--- src/rtl/keypad_pkg.sv ---
// Shared definitions for the 4x4 keypad scanner: FSM encoding, column
// one-hot constants, default timing and scan-map helpers.
package keypad_pkg;

  typedef enum logic [1:0] {
    IDLE     = 2'd0,
    DEBOUNCE = 2'd1,
    PRESSED  = 2'd2,
    RELEASE  = 2'd3
  } kp_state_t;

  localparam logic [3:0] COL0 = 4'b0001;
  localparam logic [3:0] COL1 = 4'b0010;
  localparam logic [3:0] COL2 = 4'b0100;
  localparam logic [3:0] COL3 = 4'b1000;

  localparam logic [19:0] SCAN_CNT_DEF  = 20'd50000;
  localparam int          DEB_SCANS_DEF = 4;

  function automatic logic [3:0] col_onehot(input logic [1:0] idx);
    case (idx)
      2'd0:    col_onehot = COL0;
      2'd1:    col_onehot = COL1;
      2'd2:    col_onehot = COL2;
      default: col_onehot = COL3;
    endcase
  endfunction

  function automatic logic [4:0] map_pop(input logic [15:0] m);
    logic [4:0] pop;
    pop = '0;
    for (int i = 0; i < 16; i++) pop = pop + 5'((m >> i) & 16'd1);
    return pop;
  endfunction

  // Index of the highest set bit; only meaningful when exactly one bit is set.
  function automatic logic [3:0] map_code(input logic [15:0] m);
    logic [3:0] code;
    code = '0;
    for (int i = 0; i < 16; i++)
      if (((m >> i) & 16'd1) != 16'd0) code = 4'(i);
    return code;
  endfunction

endpackage

--- src/rtl/kp_row_sync.sv ---
// Two-flop synchronizer for the active-low keypad rows; resets to "no key".
module kp_row_sync (
  input  logic       clk,
  input  logic       rst_n,
  input  logic [3:0] d,
  output logic [3:0] q
);

  logic [3:0] sync_p0;
  logic [3:0] sync_p1;

  always_ff @(posedge clk or negedge rst_n) begin
    if (!rst_n) begin
      sync_p0 <= 4'b1111;
      sync_p1 <= 4'b1111;
    end else begin
      sync_p0 <= d;
      sync_p1 <= sync_p0;
    end
  end

  assign q = sync_p1;

endmodule

--- src/rtl/keypad_scan.sv ---
// 4x4 matrix keypad scanner: column drive, row sampling into a scan map,
// whole-scan debounce with ghost rejection, and press/release strobes.
module keypad_scan
  import keypad_pkg::*;
#(
  parameter logic [19:0] SCAN_CNT  = SCAN_CNT_DEF,
  parameter int          DEB_SCANS = DEB_SCANS_DEF
) (
  input  logic       clk,
  input  logic       rst_n,
  input  logic [3:0] row_n,
  output logic [3:0] col_n,
  output logic [3:0] key_code,
  output logic       key_valid,
  output logic       key_down,
  output logic       key_release
);

  localparam int            CW      = $clog2(DEB_SCANS + 1);
  localparam logic [CW-1:0] DEB_MAX = CW'(DEB_SCANS);

  logic [3:0]    row_s;
  logic [19:0]   slot_cnt;
  logic [1:0]    col_idx;
  logic [15:0]   scan_map;
  logic [15:0]   row_bits;
  logic          sample;
  logic          scan_done;
  logic [4:0]    pop;
  logic [3:0]    code;
  logic          is_none;
  logic          is_single;
  kp_state_t     state, state_nxt;
  logic [CW-1:0] deb_cnt, deb_nxt, deb_inc;
  logic [CW-1:0] rel_cnt, rel_nxt, rel_inc;
  logic [3:0]    cand, cand_nxt, code_nxt;
  logic          valid_nxt, down_nxt, release_nxt;

  kp_row_sync u_row_sync (
    .clk   (clk),
    .rst_n (rst_n),
    .d     (row_n),
    .q     (row_s)
  );

  // Sample at the end of each slot so the rows have settled after the column switch.
  assign sample   = (slot_cnt == SCAN_CNT);
  assign row_bits = {3'b000, ~row_s[3], 3'b000, ~row_s[2],
                     3'b000, ~row_s[1], 3'b000, ~row_s[0]};

  always_ff @(posedge clk or negedge rst_n) begin
    if (!rst_n) begin
      slot_cnt  <= '0;
      col_idx   <= '0;
      col_n     <= 4'b1111;
      scan_map  <= '0;
      scan_done <= 1'b0;
    end else begin
      scan_done <= sample && (col_idx == 2'd3);
      if (sample) begin
        slot_cnt <= '0;
        col_idx  <= col_idx + 2'd1;
        col_n    <= ~col_onehot(col_idx + 2'd1);
        scan_map <= scan_map | (row_bits << col_idx);
      end else begin
        slot_cnt <= slot_cnt + 20'd1;
        col_n    <= ~col_onehot(col_idx);
        if (scan_done) scan_map <= '0;
      end
    end
  end

  assign pop       = map_pop(scan_map);
  assign code      = map_code(scan_map);
  assign is_none   = (pop == 5'd0);
  assign is_single = (pop == 5'd1);
  assign deb_inc   = (deb_cnt == DEB_MAX) ? deb_cnt : deb_cnt + 1'b1;
  assign rel_inc   = (rel_cnt == DEB_MAX) ? rel_cnt : rel_cnt + 1'b1;

  always_comb begin
    state_nxt   = state;
    deb_nxt     = deb_cnt;
    rel_nxt     = rel_cnt;
    cand_nxt    = cand;
    code_nxt    = key_code;
    down_nxt    = key_down;
    valid_nxt   = 1'b0;
    release_nxt = 1'b0;
    if (scan_done) begin
      case (state)
        IDLE: begin
          if (is_single) begin
            state_nxt = DEBOUNCE;
            cand_nxt  = code;
            deb_nxt   = CW'(1);
          end
        end
        DEBOUNCE: begin
          if (is_single && (code == cand)) begin
            deb_nxt = deb_inc;
            if (deb_inc == DEB_MAX) begin
              state_nxt = PRESSED;
              code_nxt  = cand;
              valid_nxt = 1'b1;
              down_nxt  = 1'b1;
            end
          end else begin
            state_nxt = IDLE;
            deb_nxt   = '0;
          end
        end
        PRESSED: begin
          // Extra keys while one is held never change the accepted code.
          if (is_none) begin
            state_nxt = RELEASE;
            rel_nxt   = CW'(1);
          end
        end
        RELEASE: begin
          if (is_none) begin
            rel_nxt = rel_inc;
            if (rel_inc == DEB_MAX) begin
              state_nxt   = IDLE;
              rel_nxt     = '0;
              deb_nxt     = '0;
              down_nxt    = 1'b0;
              release_nxt = 1'b1;
            end
          end else begin
            state_nxt = PRESSED;
            rel_nxt   = '0;
          end
        end
        default: state_nxt = IDLE;
      endcase
    end
  end

  always_ff @(posedge clk or negedge rst_n) begin
    if (!rst_n) begin
      state       <= IDLE;
      deb_cnt     <= '0;
      rel_cnt     <= '0;
      cand        <= '0;
      key_code    <= '0;
      key_valid   <= 1'b0;
      key_down    <= 1'b0;
      key_release <= 1'b0;
    end else begin
      state       <= state_nxt;
      deb_cnt     <= deb_nxt;
      rel_cnt     <= rel_nxt;
      cand        <= cand_nxt;
      key_code    <= code_nxt;
      key_valid   <= valid_nxt;
      key_down    <= down_nxt;
      key_release <= release_nxt;
    end
  end

endmodule

--- config.mk ---
export PLATFORM = sky130hd
export DESIGN_NAME = keypad_scan
export DESIGN_NICKNAME = d
export VERILOG_FILES = /design/src/rtl/keypad_pkg.sv /design/src/rtl/kp_row_sync.sv /design/src/rtl/keypad_scan.sv
export SDC_FILE = /design/constraint.sdc
export NUM_CORES = 1
export LEC_CHECK = 0
export ABC_AREA = 1
export CORE_MARGIN = 5
export CORE_UTILIZATION = 40
export DETAILED_ROUTE_END_ITERATION = 8
export DONT_BUFFER_PORTS = 1
export GPL_TIMING_DRIVEN = 0
export PLACE_DENSITY_LB_ADDON = 0.25
export RECOVER_POWER = 25
export SLEW_MARGIN = 20
export SYNTH_ARGS = -nofsm -noshare
export SYNTH_HDL_FRONTEND = slang
export SYNTH_HIERARCHICAL = 1
export SYNTH_SLANG_ARGS = --single-unit
--- constraint.sdc ---
create_clock -name clk -period 4.02 [get_ports clk]
set_input_delay 1.206 -clock clk [delete_from_list [all_inputs] [get_ports clk]]
set_output_delay 1.206 -clock clk [all_outputs]
set_load 0.01 [all_outputs]
Word level (Yosys, flattened, before mapping)
Index checks and enable logic that the tools add are counted.
{ "word_totals": {"regBits": 70, "in_bits": 6, "out_inout_bits": 11} }
{ "op_classes": {"n_addsub": 19, "n_eq_ne": 23, "shifts": 1, "n_mux": 54, "bitwise_logic": 7, "reduce_logical": 16} }
{ "ops": {"columns": ["op", "count"], "rows": [
  ["2-to-1 mux 4 bit", 17],
  ["adder 5 x 1 -> 5 bit", 11],
  ["2-to-1 mux 16 bit", 2],
  ["2-to-1 mux 3 bit", 9],
  ["one-hot mux 4 bit (3 select lines)", 2],
  ["adder 20 x 1 -> 20 bit (second input constant)", 1],
  ["equality test 20 x 16 -> 1 bit (second input constant)", 1],
  ["2-to-1 mux 20 bit", 1],
  ["bitwise OR 16 bit", 1],
  ["left shift 13 x 2 -> 16 bit", 1],
  ["2-to-1 mux 1 bit", 13],
  ["equality test 3 bit (second input constant)", 4],
  ["2-to-1 mux 2 bit", 6],
  ["!= test 2 bit (second input constant)", 6],
  ["equality test 2 bit (second input constant)", 5],
  ["AND reduction 5 bit", 2],
  ["one-hot mux 3 bit (3 select lines)", 1],
  ["NOT 4 bit", 2],
  ["one-hot mux 2 bit (4 select lines)", 1],
  ["adder 3 x 1 -> 3 bit (second input constant)", 2],
  ["equality test 2 x 1 -> 1 bit (second input constant)", 3],
  ["logical NOT 2 bit", 3],
  ["!= test 3 bit (second input constant)", 2],
  ["one-hot mux 3 bit (2 select lines)", 1],
  ["other kinds (16)", 23]
]} }

Depth between registers and ports, before layout
Gate-level depths: netlist of run 1.
{ "logic_depth": {"depth_word": 20, "ltp_mapped": 22} }

Cells and area by module
Netlist of run 1, hierarchy kept.
{ "by_module_without_submodules": {"columns": ["module", "n_inst", "cells_each", "area_per_inst_um2", "seq_area_each_um2"], "rows": [
  ["keypad_scan", 1, 449, 3706.1, 1556.5],
  ["kp_row_sync", 1, 8, 210.2, 210.2]
]} }

Worst setup path after synthesis of run 1
Ideal clock, no wire load.
{ "synth_path": {"path_kind": "reg-to-reg", "start": "reg scan_map[11]", "end": "reg cand[1]", "setup_ps": 125, "t_arrival_ps": 4180, "path_slack_ps": -285, "stages_incl_launch_ff": 17, "n_path_buf": 0, "synth_period_minus_slack_ps": 4305, "path_cell_list": "dfrtp_1 > fa_1 > inv_1 > fa_1 > inv_1 > fa_1 > inv_1 > fa_1 > inv_1 > ha_1 > fa_1 > xnor2_1 > nand3_1 > inv_1 > nand2_1 > nor4_2 > mux2_2"} }
{ "synth_via": {"elab_chain_len": 7} }
{ "synth_lines": {"columns": ["element", "line_no", "text"], "rows": [
  ["from (decl)", "keypad_scan.sv:25", "logic [15:0] scan_map;"],
  ["from (signal assigned)", "keypad_scan.sv:64", "scan_map <= scan_map | (row_bits << col_idx);"],
  ["adder 5 x 1 -> 5 bit (5 in series)", "keypad_pkg.sv:32", "for (int i = 0; i < 16; i++) pop = pop + 5'((m >> i) & 16'd1);"],
  ["equality test 5 x 1 -> 1 bit", "keypad_scan.sv:76", "assign is_single = (pop == 5'd1);"],
  ["AND reduction 3 bit (no line)", null, null],
  ["to (signal assigned)", "keypad_scan.sv:153", "cand <= cand_nxt;"],
  ["to (decl)", "keypad_scan.sv:36", "logic [3:0] cand, cand_nxt, code_nxt;"]
]} }
Several ways; a longest one is shown, not always the timed one.
A chain may end at the register's enable or synchronous reset.

Final worst setup path of run 1
{ "layout_path": {"start": "reg scan_map[11]", "end": "reg key_code[0]"} }
{ "layout_via": {"elab_chain_len": 8} }
{ "layout_lines": {"columns": ["element", "line_no", "text"], "rows": [
  ["adder 5 x 1 -> 5 bit / 2-to-1 mux 4 bit (equally long branches) (5 in series)", "keypad_pkg.sv:32, keypad_pkg.sv:41", null],
  ["equality test 5 x 1 -> 1 bit / equality test 4 bit (equally long branches)", "keypad_scan.sv:76, keypad_scan.sv:99", null],
  ["logical AND 1 bit *", "keypad_scan.sv:99", "if (is_single && (code == cand)) begin"],
  ["AND reduction 4 bit (no line) *", null, null],
  ["to (signal assigned)", "keypad_scan.sv:154", "key_code <= code_nxt;"],
  ["to (decl)", "keypad_scan.sv:13", "output logic [3:0] key_code,"]
]} }
Every way passes the cells marked *; elsewhere a longest branch is shown, timed or not.

==> summary.txt, run 1 <==
Worst setup path
  • Worst R2R Setup Slack: -0.48 ns
  • Max FO, Critical Path: 5
  • Critical path type: reg -> reg
  • CP required: between 4 and 5 ns
  • R2R cell count: 20
  • Crit Reg-Reg Endpoint: key_code[0]
  • Reg2reg start: scan_map[11]
  • Worst path arrival time: 4.80 ns
  • CP endpoint kind: flop
  • Crit path launch type: flop

Placement
  • Placed cell areas: slightly above 4000 um2
  • Hpwl dp: about 5.6 mm
  • Pre-CTS WS: -0.578 ns
  • Number of port buffers: 0
  • Final GP Congestion: 0.812

Cells and area
  • Final Cell Area: 4540 um2
  • Ant. Diodes: 0
  • Net count, final: 509
  • # fillers: between 900 and 1k
  • Multi-input logic area: 1920 um2
  • Synth-to-layout area growth: 15.8%
  • Layout cells sized above 1: 0.201
  • Register area: 1770 um2

Flow run
  • Max cap viols: 0

Outcome
  • Violated checks: setup timing
  • Status: finished, violations left

STA
  • Hold Fails Final Rpt: 0
  • Worst slew margin: 0.630
  • RSZ-0062 raised after global routing: yes
  • Clock Skew: 0.0107 ns
  • Fin Setup TNS: -7.29 ns
  • Slew Limit Fails: 0
  • Crit share post-route: 1.12
  • Slew @ Worst Pin: 0.555 ns
  • Max frequency: ~220 MHz
  • Final Worst Setup Slack: -0.485 ns
  • Final setup vio count: 19
  • Final Critical Period: 4.50 ns
  • Final hold slack: approximately 0.36 ns

Clock tree
  • Latest clock arrival within the worst-skew pair: between 0.3 and 0.4 ns
  • Num CTS Buffers: 9
  • Clk sinks: 70
  • # H-tree levels: 3
  • CTS tree: done
  • Maximum buffer depth of the clock tree: 2
  • Clock root buffer: clkbuf_8
  • Reg clk slew, reported paths: 0.07 ns

Logic synthesis
  • Compound-Gate Fraction of Synth Area: 0.102
  • Yosys cell types: 42
  • Post-synth top area cell: dfrtp_1
  • Synth Flop Type: dfrtp_1
  • Simple-Gate Fraction of Synth Area: 0.217
  • Count leader, synth: nand2_1
  • Syn Std Cell Area: 3920 um2
  • Syn_area_per_cell: 8.57 um2
  • Syn nets: 488
  • Largest family of logic cells by synthesized area: simple AND/OR/NAND/NOR gates
  • Cells after Synth: between 400 and 500
  • Post-synthesis mux area share: 0.00288
  • Synth top area share: 0.371
  • Synth Warn #: 6
  • Synth Register Bits: 70
  • Post-Synth XOR/XNOR Area: 0.0291
  • EDFF count, synth: 0
  • Post-synth ARST share: 1.00
  • Post-Synth Adder-Cell Area: 0.0990
  • Main area contributors after synthesis: dfrtp_1 (37%), nand2_1 (8.6%), dfstp_2 (8.1%), inv_1 (7.4%), fa_1 (5.1%)
  • Commonest cells in the netlist: nand2_1 (90), inv_1 (77), dfrtp_1 (58)
  • Sequential area share after synthesis: 0.451

Route
  • DR top layer: met4
  • DR WL met3: 295 um
  • Drt via density: 4.77
  • 1st-iter DRT viols: 208
  • WL per Instance: about 13 um
  • Vias: 2941
  • WL met1: 3.72 mm
  • Drt pass-1 iters: 4
  • Final WL: 8.14 mm
  • Routed length on met2: ~4.0 mm
  • ANT nets after route: 0
  • DRC: 0

Hold path
  • HP Class: reg -> reg
  • Hold path cells: 0
  • Worst Min Path Start: u_row_sync/sync_p0[0]
  • Worst hold endpoint: u_row_sync/q[0]

Die
  • Top Ports: 17
  • Die width: 109 um
  • DIE AREA: 11900 um2
  • Core ar.: 9640 um2
  • FP Rows: 36
  • Initial core utilization: 0.406
  • DIE HEIGHT: 109 um

GRT
  • Grt total ovfl: 0
  • Tot GR Track Use: 0.148
  • Largest net degree at the start of global routing: 71
  • First-pass GRT wire length: approximately 13 mm
  • Initial antenna violation count: 0
  • Number of global-route vias before repair: 2856

Pwr
  • Pleak: 2.19 nW
  • Cell area power density: 291 nW/um2
  • VDD IR max: 145 uV
==> logic make-up after synthesis <==
kind of cell	Yosys count
simple gates	180
flops	70
mux	1
fa+ha+maj	25
buf+inv	99
xor+xnor	13
compound gates	69
==> stage by stage <==
stage                     std cells  power [mW]  utilization
after global placement          590       0.729        0.427
after detailed placement        590       0.729        0.427
after global routing            616        1.36        0.471
after CTS                       609        1.33        0.458
final                           616        1.32        0.471
after floorplan                 457       0.728            -
==> flip-flops by register name, indices dropped and copies added, names as in the netlist, 2 cells and up <==
name / count
slot_cnt: 20
scan_map: 16
cand: 4
col_n: 4
key_code: 4
u_row_sync/q: 4
u_row_sync/sync_p0: 4
deb_cnt: 3
rel_cnt: 3
col_idx: 2
state: 2
==> metal layers <==
metal  GRT usage  vias up
li1            -     1494
met5           0        -
met1       0.196     1405
met3      0.0379        9
met2       0.233       33
met4      0.0568        0
==> critical path, stage by stage (launching register included) <==
cell and delay [ns]:
dfrtp_1 0.41, fa_1 0.55, inv_2 0.04, fa_1 0.48
inv_1 0.05, fa_1 0.49, inv_1 0.05, fa_1 0.49
inv_2 0.05, ha_4 0.16, fa_2 0.39, a21oi_4 0.17
o21bai_4 0.08, nor2_2 0.11, nand2_2 0.12, nor3_4 0.22
nand3_2 0.13, nor2_4 0.17, buf_4 0.13, nand3_1 0.06
nand2_1 0.08
==> cell usage in the layout, fill, tap and decap left out, types with 12 or more instances in the layout <==
cell      count
clkbuf_8     12
dfrtp_1      58
dfstp_2      12
ha_1         14
inv_1        72
inv_2        16
nand2_1      84
nand3_1      21
nor2_1       25
o21ai_0      24
==> where the power goes <==
| group | internal, mW | switching (mW) |
|---|---|---|
| Sequential | 0.711 | 0.00106 |
| Combinational | 0.00139 | 0.00230 |
| Clock | 0.339 | 0.263 |
| Total | 1.05 | 0.266 |
==> how the worst max path moves through the flow <==
stage,from,to,depth (start not counted)
after global placement,scan_map[11],key_code[0],19
final,scan_map[11],key_code[0],20
after CTS,scan_map[11],key_code[3],20
after global routing,scan_map[11],state[1],21
after floorplan,scan_map[11],key_code[0],19
after detailed placement,scan_map[11],key_code[0],19
==> area by class of cell <==
class                           instances  area share
Multi-Input combinational cell        288       0.424
Sequential cell                        70       0.389
Inverter                               92      0.0794
Clock buffer                           15      0.0389
Tap cell                              133      0.0367
Timing Repair Buffer                   10      0.0190
Clock inverter                          1     0.00662
Buffer                                  7     0.00579
==> repair_timing <==
| item | in CTS | in global routing |
|---|---|---|
| endpoints found under the setup margin | 19 | 19 |
| resized for setup | 20 | 19 |
| endpoints found under the hold margin | 0 | 0 |
| pin swaps | 13 | 10 |
| setup buffers | 3 | 7 |
| hold buffers | 0 | 0 |
Note: power is estimated with default switching activity, not from simulation.
==> run 2: changes to the inputs <==
--- a/config.mk
+++ b/config.mk
@@ -6,6 +6,7 @@
 export NUM_CORES = 1
 export LEC_CHECK = 0
 export ABC_AREA = 1
+export CORE_ASPECT_RATIO = 1.2
 export CORE_MARGIN = 5
 export CORE_UTILIZATION = 40
 export DETAILED_ROUTE_END_ITERATION = 8
@@ -16,5 +17,4 @@
 export SLEW_MARGIN = 20
 export SYNTH_ARGS = -nofsm -noshare
 export SYNTH_HDL_FRONTEND = slang
-export SYNTH_HIERARCHICAL = 1
 export SYNTH_SLANG_ARGS = --single-unit
==> summary.txt, run 2 <==
Outcome
  • Status: finished, violations left
  • Violated checks: setup timing

Logic synthesis
  • Main area contributors after synthesis: dfrtp_1 (37%), nand2_1 (9.4%), dfstp_2 (8.1%), inv_1 (7.9%), fa_1 (5.2%)
  • EDFF count, synth: 0
  • Syn Std Cell Area: 3880 um2
  • Cells after Synth: 466
  • Post-synth top area cell: dfrtp_1
  • Count leader, synth: nand2_1
  • Syn nets: 497
  • Syn_area_per_cell: 8.33 um2
  • Synth Register Bits: 70
  • Commonest cells in the netlist: nand2_1 (97), inv_1 (82), dfrtp_1 (58)
  • Synth Flop Type: dfrtp_1
  • Synth Warn #: 0
  • Synth top area share: 0.374
  • Sequential area share after synthesis: 0.455
  • Yosys cell types: 33
  • Post-synth ARST share: 1.00

Placement
  • Hpwl dp: 5.68 mm
  • Final GP Congestion: between 0.8 and 0.9
  • Number of port buffers: 0
  • Placed cell areas: 4060 um2

Worst setup path
  • CP endpoint kind: flop
  • Worst path arrival time: 4.65 ns
  • Critical path type: reg -> reg
  • Crit path launch type: flop
  • Max FO, Critical Path: 5
  • CP required: ~4.2 ns

Die
  • DIE HEIGHT: 118 um
  • Initial core utilization: 0.408
  • Die width: 99.9 um
  • DIE AREA: 11800 um2
  • Core ar.: between 9000 and 10000 um2
  • FP Rows: 39
  • Top Ports: 17

Cells and area
  • Post-layout util: 0.479
  • Synth-to-layout area growth: 17.4%
  • Net count, final: 518
  • Reg with most FFs: slot_cnt
  • Final Cell Area: 4560 um2
  • Most frequent cells in the layout: nand2_1 (87), inv_1 (76), dfrtp_1 (58)
  • Max reg flops: 20
  • # fillers: between 900 and 1k
  • Most common cell after layout, fill and taps aside: nand2_1
  • Top Registers: slot_cnt x20, scan_map x16
  • Layout cells sized above 1: 0.185
  • Ant. Diodes: 0

STA
  • Max frequency: 226 MHz
  • Final setup vio count: 19
  • Final Worst Setup Slack: -0.412 ns
  • RSZ-0062 raised after global routing: yes
  • Hold Fails Final Rpt: 0
  • Crit share post-route: 1.10
  • Final Critical Period: 4.43 ns
  • Slew Limit Fails: 0
  • Worst slew margin: 0.646
  • Slew @ Worst Pin: 0.531 ns
  • Fin Setup TNS: -4.99 ns
  • Clock Skew: 0.00647 ns

Clock tree
  • Maximum buffer depth of the clock tree: 2
  • Clk sinks: 70
  • CTS tree: done
  • Clock root buffer: clkbuf_16
  • Num CTS Buffers: 9
  • Reg clk slew, reported paths: 0.05 ns
  • # H-tree levels: 3
  • Latest clock arrival within the worst-skew pair: ~0.33 ns

Route
  • Final WL: 8.10 mm
  • Drt via density: roughly 5.0
  • ANT nets after route: 0
  • DRC: 0
  • Vias: 3073
  • Drt pass-1 iters: 5
  • 1st-iter DRT viols: approximately 160
  • WL per Instance: roughly 13 um

GRT
  • Met3 usage: 0.0332
  • Most used routing layer in global routing: met2
  • Largest net degree at the start of global routing: between 70 and 80
  • Grt total ovfl: 0
  • First-pass GRT wire length: 14.0 mm
  • Met1 usage: 0.197
  • Initial antenna violation count: 0
  • Met2 Track Usage GR: 0.222
  • Tot GR Track Use: 0.147
  • Number of global-route vias before repair: 3000

Pwr
  • PnR Total Power: 1.51 mW
  • VDD IR max: 219 uV
  • Pleak: 2.22 nW
  • Cell area power density: 332 nW/um2

Flow run
  • Max cap viols: 0

Hold path
  • HP Class: reg -> reg
==> run 2: cell count changes in the layout (fill, tap and decap cells not counted), moves of 2 or more <==
cell | before | now
clkbuf_8 | 12 | 2
clkbuf_16 | 0 | 9
o21ai_0 | 24 | 31
inv_1 | 72 | 76
nand2_2 | 6 | 10
nand2_1 | 84 | 87
nor2_1 | 25 | 28
o21ai_1 | 6 | 3
inv_2 | 16 | 14
nand3_1 | 21 | 23
nor2_2 | 7 | 9
nor3_4 | 4 | 2
o22ai_1 | 8 | 10
==> run 2: power breakdown <==
| part | internal (mW) | total [mW] | switching, mW | leakage [nW] |
|---|---|---|---|---|
| sequential | 0.713 | 0.714 | 0.00101 | 0.922 |
| clock | 0.515 | 0.797 | 0.282 | 0.144 |
| combinational | 0.00139 | 0.00376 | 0.00237 | 1.15 |
| total | 1.23 | 1.51 | 0.285 | 2.22 |
==> run 2: final timing paths <==
| kind | from | to | slack, ns | cells after the start |
|---|---|---|---|---|
| min reg2reg | u_row_sync.sync_p0[0] | u_row_sync.q[0] | 0.35 | 0 |
| min | u_row_sync.sync_p0[0] | u_row_sync.q[0] | 0.35 | 0 |
| max | scan_map[11] | key_code[2] | -0.41 | 22 |
| min in group asynchronous | rst_n | rel_cnt[1] | 0.57 | 0 |
| max in group asynchronous | rst_n | col_n[0] | 3.23 | 0 |
| max reg2reg | scan_map[11] | key_code[2] | -0.41 | 22 |
==> run 2: stage by stage <==
step / worst slack (ns) / instances / hold WS [ns]
2_1_floorplan: -0.232 / 466 / 0.345
3_3_place_gp: -0.510 / 589 / 0.346
3_5_place_dp: -0.584 / 589 / 0.347
4_1_cts: -0.386 / 614 / 0.355
5_1_grt: -0.642 / 615 / 0.359
6_report: -0.412 / 615 / 0.354
==> run 2: timing repair <==
action                     4_1_cts  5_1_grt
gates resized for setup         23       17
hold buffers                     0        0
buffers inserted                 9        2
setup endpoints to repair       19       19
pin swaps                       20        2
==> run 2: routing by layer <==
layer / part of all wire / up-vias
li1: - / 1519
met1: 0.45 / 1472
met2: 0.47 / 64
met3: 0.047 / 18
met4: 0.025 / 0
met5: 0 / -
==> run 2: kinds of logic after synthesis <==
kind of cell / share of synthesized area
adders and majority gates: 0.0999
DFF: 0.455
AOI/OAI and AO/OA: 0.0993
and+or+nand+nor: 0.221
xor gates and xnor gates: 0.0293
buffers and inverters: 0.0957
==> run 2: worst max-delay path, cell delays in order, from the launching register on <==
cell and delay [ns]:
dfrtp_1 0.40, fa_1 0.55, inv_1 0.05, fa_1 0.47, inv_1 0.05, fa_1 0.47, inv_1 0.05, fa_1 0.49
inv_2 0.05, ha_4 0.15, fa_2 0.36, xnor2_2 0.16, nand3_1 0.10, inv_2 0.07, nand2_2 0.06, nor2_4 0.12
nand3_2 0.10, nor2_4 0.15, nand3_4 0.10, nor2_4 0.16, nand2_4 0.09, nand2_1 0.09, nand2_1 0.05
==> run 2: final cells by class <==
class                      instances  area (um2)  share of cell area
buffer                             7        26.3             0.00576
clock buffer                      15         268              0.0587
clock inverter                     1        30.0             0.00659
inverter                          92         345              0.0757
multi-input combinational        297        1880               0.412
sequential                        70        1770               0.387
tap                              123         154              0.0338
timing repair buffer              10        90.1              0.0198
